`config.mk`:
```
export PLATFORM = sky130hd
export DESIGN_NAME = cyc_24_pucch1_sched
export DESIGN_NICKNAME = d
export VERILOG_FILES = /design/src/rtl/cyc_24_pucch1_sched.sv
export SDC_FILE = /design/constraint.sdc
export NUM_CORES = 1
export LEC_CHECK = 0
export ABC_AREA = 0
export CAP_MARGIN = 40
export CELL_PAD_IN_SITES_DETAIL_PLACEMENT = 0
export CELL_PAD_IN_SITES_GLOBAL_PLACEMENT = 2
export CORE_MARGIN = 2
export CORE_UTILIZATION = 32
export CTS_CLUSTER_DIAMETER = 100
export CTS_CLUSTER_SIZE = 40
export DETAILED_ROUTE_END_ITERATION = 16
export PLACE_DENSITY = 0.88
export SETUP_SLACK_MARGIN = 0.15
export SYNTH_ARGS = -nofsm -noshare
export SYNTH_HDL_FRONTEND = slang
export SYNTH_SLANG_ARGS = --single-unit
```
`constraint.sdc`:
```
create_clock -name clk -period 5.25 [get_ports clk]
set_clock_uncertainty 0.05 [all_clocks]
set_input_delay 0.7875 -clock clk [delete_from_list [all_inputs] [get_ports clk]]
set_output_delay 0.7875 -clock clk [all_outputs]
set_load 0.01 [all_outputs]
```
`src/rtl/cyc_24_pucch1_sched.sv`:
```
// -----------------------------------------------------------------------------
// cyc_24_pucch1_sched
//
// PUCCH format 1 spreading scheduler.
//
// This block accepts one PUCCH-1 allocation and checks it. If the allocation is
// accepted, it runs the external block-wise spreading-sequence generator one
// hop at a time. For every data symbol it emits one phase word phi(m) on a
// ready/valid stream. All error reporting is done here, so the spreader is only
// started with an nSF value that it supports.
//
// Ports
//   clk, rst_n        clock, asynchronous active-low reset
//   i_start           one-cycle request (ignored unless idle)
//   i_nsym            PUCCH symbol count N (4..14 valid)
//   i_start_sym       first PUCCH symbol in slot
//   i_hop             intra-slot hopping enable
//   i_occi            time-domain OCC index
//   o_sp_start        spreader start strobe
//   o_sp_next         spreader advance strobe
//   o_sp_nsf          nSF of the current hop
//   o_sp_occi         latched OCC index
//   i_sp_phi          spreader phi(m), units of 2*pi/24
//   i_sp_valid        spreader output valid
//   i_sp_done         spreader is at the last m of the hop
//   o_valid, i_ready  output beat handshake
//   o_phi, o_sym      phase word and absolute slot symbol of the beat
//   o_hop, o_m        hop index and index m within the hop
//   o_busy            high in every state except IDLE
//   o_done            one-cycle pulse when the allocation is complete
//   o_err             one-cycle pulse when the allocation is rejected
//   o_err_code        1=range, 2=unsupported nSF, 3=occi >= nSF (held)
// -----------------------------------------------------------------------------
module cyc_24_pucch1_sched (
    input  logic       clk,
    input  logic       rst_n,
    input  logic       i_start,
    input  logic [3:0] i_nsym,
    input  logic [3:0] i_start_sym,
    input  logic       i_hop,
    input  logic [2:0] i_occi,
    output logic       o_sp_start,
    output logic       o_sp_next,
    output logic [2:0] o_sp_nsf,
    output logic [2:0] o_sp_occi,
    input  logic [4:0] i_sp_phi,
    input  logic       i_sp_valid,
    input  logic       i_sp_done,
    output logic       o_valid,
    input  logic       i_ready,
    output logic [4:0] o_phi,
    output logic [3:0] o_sym,
    output logic       o_hop,
    output logic [2:0] o_m,
    output logic       o_busy,
    output logic       o_done,
    output logic       o_err,
    output logic [1:0] o_err_code
);

    typedef enum logic [2:0] {
        S_IDLE,
        S_CFG,
        S_SP_START,
        S_SP_WAIT,
        S_OUT,
        S_DONE
    } state_t;

    state_t     state_q, state_d;

    // Latched allocation
    logic [3:0] nsym_q, nsym_d;
    logic [3:0] ssym_q, ssym_d;
    logic       hop_en_q, hop_en_d;
    logic [2:0] occi_q, occi_d;

    // Run-time state
    logic [2:0] nsf_q, nsf_d;
    logic       hop_q, hop_d;
    logic [2:0] k_q, k_d;        // data-symbol counter across both hops
    logic [2:0] m_q, m_d;        // index within current hop
    logic       last_q, last_d;  // captured i_sp_done of the held beat

    // Output beat registers
    logic [4:0] phi_q, phi_d;
    logic [3:0] sym_q, sym_d;
    logic       ohop_q, ohop_d;
    logic [2:0] om_q, om_d;

    logic       err_q, err_d;
    logic [1:0] err_code_q, err_code_d;

    // Hop geometry from the latched allocation
    logic [2:0] half_c;
    logic [2:0] quarter_c;
    logic [2:0] nsf0_c;
    logic [2:0] nsf1_c;
    logic [2:0] min_nsf_c;
    logic [4:0] end_sym_c;
    logic       range_bad_c;
    logic       nsf_bad_c;
    logic       occi_bad_c;

    function automatic logic nsf_supported(input logic [2:0] n);
        return (n == 3'd1) || (n == 3'd2) || (n == 3'd3) || (n == 3'd4) || (n == 3'd6);
    endfunction

    always_comb begin
        half_c      = nsym_q[3:1];
        quarter_c   = {1'b0, nsym_q[3:2]};
        nsf0_c      = hop_en_q ? quarter_c : half_c;
        nsf1_c      = half_c - quarter_c;
        min_nsf_c   = (hop_en_q && (nsf1_c < nsf0_c)) ? nsf1_c : nsf0_c;
        end_sym_c   = {1'b0, ssym_q} + {1'b0, nsym_q};
        range_bad_c = (nsym_q < 4'd4) || (nsym_q > 4'd14) || (end_sym_c > 5'd14);
        nsf_bad_c   = !nsf_supported(nsf0_c) || (hop_en_q && !nsf_supported(nsf1_c));
        occi_bad_c  = (occi_q >= min_nsf_c);
    end

    always_comb begin
        state_d    = state_q;
        nsym_d     = nsym_q;
        ssym_d     = ssym_q;
        hop_en_d   = hop_en_q;
        occi_d     = occi_q;
        nsf_d      = nsf_q;
        hop_d      = hop_q;
        k_d        = k_q;
        m_d        = m_q;
        last_d     = last_q;
        phi_d      = phi_q;
        sym_d      = sym_q;
        ohop_d     = ohop_q;
        om_d       = om_q;
        err_d      = 1'b0;
        err_code_d = err_code_q;
        o_sp_start = 1'b0;
        o_sp_next  = 1'b0;
        o_valid    = 1'b0;
        o_done     = 1'b0;

        case (state_q)
            S_IDLE: begin
                if (i_start) begin
                    nsym_d     = i_nsym;
                    ssym_d     = i_start_sym;
                    hop_en_d   = i_hop;
                    occi_d     = i_occi;
                    err_code_d = 2'd0;
                    state_d    = S_CFG;
                end
            end
            S_CFG: begin
                if (range_bad_c) begin
                    err_d      = 1'b1;
                    err_code_d = 2'd1;
                    state_d    = S_IDLE;
                end else if (nsf_bad_c) begin
                    err_d      = 1'b1;
                    err_code_d = 2'd2;
                    state_d    = S_IDLE;
                end else if (occi_bad_c) begin
                    err_d      = 1'b1;
                    err_code_d = 2'd3;
                    state_d    = S_IDLE;
                end else begin
                    hop_d   = 1'b0;
                    k_d     = 3'd0;
                    m_d     = 3'd0;
                    nsf_d   = nsf0_c;
                    state_d = S_SP_START;
                end
            end
            S_SP_START: begin
                o_sp_start = 1'b1;
                state_d    = S_SP_WAIT;
            end
            S_SP_WAIT: begin
                if (i_sp_valid) begin
                    phi_d   = i_sp_phi;
                    last_d  = i_sp_done;
                    // data symbols sit on odd offsets: start + 2k + 1
                    sym_d   = ssym_q + {k_q, 1'b1};
                    ohop_d  = hop_q;
                    om_d    = m_q;
                    state_d = S_OUT;
                end
            end
            S_OUT: begin
                o_valid = 1'b1;
                if (i_ready) begin
                    if (!last_q) begin
                        k_d       = k_q + 3'd1;
                        m_d       = m_q + 3'd1;
                        o_sp_next = 1'b1;
                        state_d   = S_SP_WAIT;
                    end else if (hop_en_q && !hop_q) begin
                        hop_d   = 1'b1;
                        k_d     = k_q + 3'd1;
                        m_d     = 3'd0;
                        nsf_d   = nsf1_c;
                        state_d = S_SP_START;
                    end else begin
                        state_d = S_DONE;
                    end
                end
            end
            S_DONE: begin
                o_done  = 1'b1;
                state_d = S_IDLE;
            end
            default: state_d = S_IDLE;
        endcase
    end

    always_ff @(posedge clk or negedge rst_n) begin
        if (!rst_n) begin
            state_q    <= S_IDLE;
            nsym_q     <= '0;
            ssym_q     <= '0;
            hop_en_q   <= 1'b0;
            occi_q     <= '0;
            nsf_q      <= '0;
            hop_q      <= 1'b0;
            k_q        <= '0;
            m_q        <= '0;
            last_q     <= 1'b0;
            phi_q      <= '0;
            sym_q      <= '0;
            ohop_q     <= 1'b0;
            om_q       <= '0;
            err_q      <= 1'b0;
            err_code_q <= '0;
        end else begin
            state_q    <= state_d;
            nsym_q     <= nsym_d;
            ssym_q     <= ssym_d;
            hop_en_q   <= hop_en_d;
            occi_q     <= occi_d;
            nsf_q      <= nsf_d;
            hop_q      <= hop_d;
            k_q        <= k_d;
            m_q        <= m_d;
            last_q     <= last_d;
            phi_q      <= phi_d;
            sym_q      <= sym_d;
            ohop_q     <= ohop_d;
            om_q       <= om_d;
            err_q      <= err_d;
            err_code_q <= err_code_d;
        end
    end

    assign o_sp_nsf   = nsf_q;
    assign o_sp_occi  = occi_q;
    assign o_phi      = phi_q;
    assign o_sym      = sym_q;
    assign o_hop      = ohop_q;
    assign o_m        = om_q;
    assign o_busy     = (state_q != S_IDLE);
    assign o_err      = err_q;
    assign o_err_code = err_code_q;

endmodule

```
==> metrics.yaml <==
synth:
  synth_edf_count: 0
  ys_ff_latch: 42
  syn_avg_cell_area_sq_um: 10.5
  synthTopCellsByArea: "dfrtp_1 45%, ha_1 9.0%, mux2_2 8.6%"
  synth_cells: 223
  synth-simple-area-share: 0.149
  yosys.area.top_type_share: 0.447
  synthXorXnorAreaFrac: 0.0223
  synth_top_family_by_area: "simple AND/OR/NAND/NOR gates"
  yosysSeqAreaShare: 0.447
  synth_fa_ha_area_frac: 0.116
  synth_compound_area_frac: 0.116
  ys_async_sr_fraction: 1.00
  synthDistinctLibCells: 43
  synthFlopType: "dfrtp_1"
  syn-cell-area_sq_um: 2350
  yosysMostFrequentCell: "dfrtp_1"
  yosys_warnings: 0
  synth_mux_area_frac: 0.113
  synth_nets: 266
  yosysTopAreaCell: "dfrtp_1"
  synth_commonest_cells: "42 x dfrtp_1, 31 x nand2_1, 18 x mux2_2"
power_and_ir_drop:
  combPwrFrac: 0.530
  ir_worst_vdd_v: 0.000335
  p_leak_nw: 1.37
  swShare: 0.395
  switchingPower_w: 0.000716
  power_density_nw_per_um2: 591
  p_int_w: 0.00110
  finalPower_w: 0.00181
  p_seq_frac: 0.326
  pwr-share-clk: 0.144
die:
  ios: 50
  die_area_sq_um: 8050
  rows: 31
  core_region_area_sq_um: 7180
  die_h_um: 89.7
  start_util: 0.328
  die_w_um: 89.7
global_routing:
  grt_usage: 0.130
  grt-ovfl-total: 0
  grt_pass1_vias: 1738
  antenna_found_initial: 0
  grt_pass1_wl_mm: 8.51
  grt_start_max_net_pins: 23
sta:
  setup_tns_ns: 0
  hold_viol_final: 0
  worst_pin_slew_ns: 0.715
  max_freq_mhz: 267
  layout_min_cycle_time_ns: 3.74
  relSlewSlack: 0.523
  slew_violations: 0
  rsz0062_at_grt: "false"
  finalSetupViolCount: 0
  post-route-period-util: 0.712
layout:
  num-nets-final: 316
  diodes: 0
  area_growth_pct: 30.4
  final_layout_size_suffix_gt1_frac: 0.114
hold_path:
  hold_class: "input pin to asynchronous set/reset pin"
clocking:
  cts_tree: "done"
  clk_pin_slew_worst_paths_ns: 0.08
  cts_inserted_buffers: 5
  cts-resized-gates: 0
  postCtsSetupBuffers: 0
  cts_root_buf: "clkbuf_8"
  cts.sinks: 42
  insertion_delay_ns: 0.29
  hold_buffers: 0
  clock_path_buffers: 2
  htree_levels: 2
setup_path:
  cp.arrival_ns: 3.87
  ff2ff_setup_slack_ns: 1.51
  crit_path_max_fanout: 10
  slowest_delay_ns: 0.55
  crit_path_start_kind: "flip-flop"
  path_cells: "ha_1 > inv_1 > fa_1 > xnor2_1 > ha_1 > o21ai_0 > a31oi_1 > a41oi_1 > ha_1 > nor2b_1 > o21ai_0 > nand3b_1 > o31ai_4 > mux2_2"
  crit_path_top_delay_cell: "dfrtp_1"
  cp-end-kind: "flip-flop"
  reg2regPathDepth: 14
  worstSetupPathType: "flip-flop to flip-flop"
  cp.required_ns: 5.38
  critPathMostFrequentCell: "ha_1"
outcome:
  status: "complete, no violations"
drt:
  drt_first_pass_iters: 3
  wl_per_cell_um: 13.4
  wirelength_mm: 4.99
  drc: 0
  drtIter0Drc: 31
  ant_nets: 0
  vias: 1746
  avgViaCountPerCell: 4.69
placement:
  io_buffers: 49
  gp_congestion: 0.739
  post-dp-hpwl_mm: 3.80
flow_run:
  max-cap-violations: 0
-- path summary, 6_finish.rpt --
| path | startpoint | to |
|---|---|---|
| worst max-delay path | nsym_q[2] | o_sp_nsf[0] |
| worst min-delay path | rst_n | o_m[2] |
| worst max register to register | nsym_q[2] | o_sp_nsf[0] |
| worst min register to register | o_sym[0] | o_sym[0] |
| max in group asynchronous | rst_n | o_err_code[0] |
| min in group clk | o_sym[0] | o_sym[0] |
-- cells in the final DEF (no fill, tap or decap), types with 2 or more instances in the layout --
| cell | count |
|---|---|
| mux2i_1 | 4 |
| nor2b_1 | 4 |
| dfrtp_1 | 42 |
| inv_1 | 12 |
| a22oi_1 | 2 |
| nand3_1 | 4 |
| o21ai_0 | 17 |
| mux2_1 | 2 |
| clkbuf_8 | 6 |
| o2bb2ai_1 | 2 |
| a21oi_1 | 8 |
| nand2_1 | 31 |
| mux2_2 | 18 |
| ha_1 | 17 |
| clkdlybuf4s50_1 | 48 |
| nand2b_1 | 4 |
| or3_1 | 2 |
| nor2_1 | 9 |
| or2b_1 | 2 |
| xnor2_1 | 4 |
| and2_1 | 3 |
| and3b_1 | 3 |
| fa_1 | 3 |
| xor2_1 | 2 |
| a32o_1 | 3 |
-- sequential cells by signal, summed over array words and instances, names as in the netlist --
register    count
k_q             3
o_err_code      2
o_err           1
last_q          1
state_q         3
hop_q           1
ssym_q          4
nsym_q          4
o_hop           1
o_sp_nsf        3
o_phi           5
o_sym           4
hop_en_q        1
o_sp_occi       3
o_m             3
m_q             3
-- routing by layer --
layer,vias to the layer above,share of wire,track usage
li1,880,-,-
met1,831,0.48,0.167
met2,28,0.48,0.217
met3,7,0.028,0.0302
met4,0,0.017,0.0423
met5,-,0,0
-- through the flow --
step	setup slack, ns	util	instances	instance area (sq um)	hold WS, ns
final	1.51	0.428	372	3070	0.411
after global routing	1.12	0.428	372	3070	0.442
after CTS	1.49	0.428	372	3070	0.429
after detailed placement	1.52	0.412	365	2960	0.421
after global placement	1.60	0.408	364	2930	0.411
after floorplan	1.80	-	223	2350	0.420
-- cells by family (layout without fill, tap and decap cells) --
family / Yosys count / after routing
DFF: 42 / 42
xor gates and xnor gates: 6 / 6
muxes: 24 / 24
buffers and inverters: 20 / 70
AOI/OAI and AO/OA: 41 / 41
adders and majority gates: 20 / 20
and+or+nand+nor: 70 / 70
-- critical path: cells and delay by family (launching register included) --
family	cells	cell delay, ns
compound gates	5	0.76
fa+ha+maj	4	1.15
simple gates	2	0.40
mux	1	0.36
flops	1	0.55
xor+xnor	1	0.29
buf+inv	1	0.05
-- power groups by stage --
| stage | clock [W] | sequential [W] | combinational [W] |
|---|---|---|---|
| global placement | 0 | 0.000594 | 0.000962 |
| finish | 0.000261 | 0.000591 | 0.000961 |
| CTS | 0.000276 | 0.000594 | 0.000973 |
| detailed placement | 0 | 0.000601 | 0.000966 |
| global route | 0.000284 | 0.000616 | 0.00110 |
| floorplan | 0 | 0.000589 | 0.000658 |
-- final cells by class --
class,count,area [sq um]
multi-input combinational,161,1210
timing repair buffer,51,520
inverter,12,45.0
tap,99,124
clock buffer,6,82.6
sequential,42,1050
clock inverter,1,30.0
fill,718,4110
(Power assumes the default switching activity.)
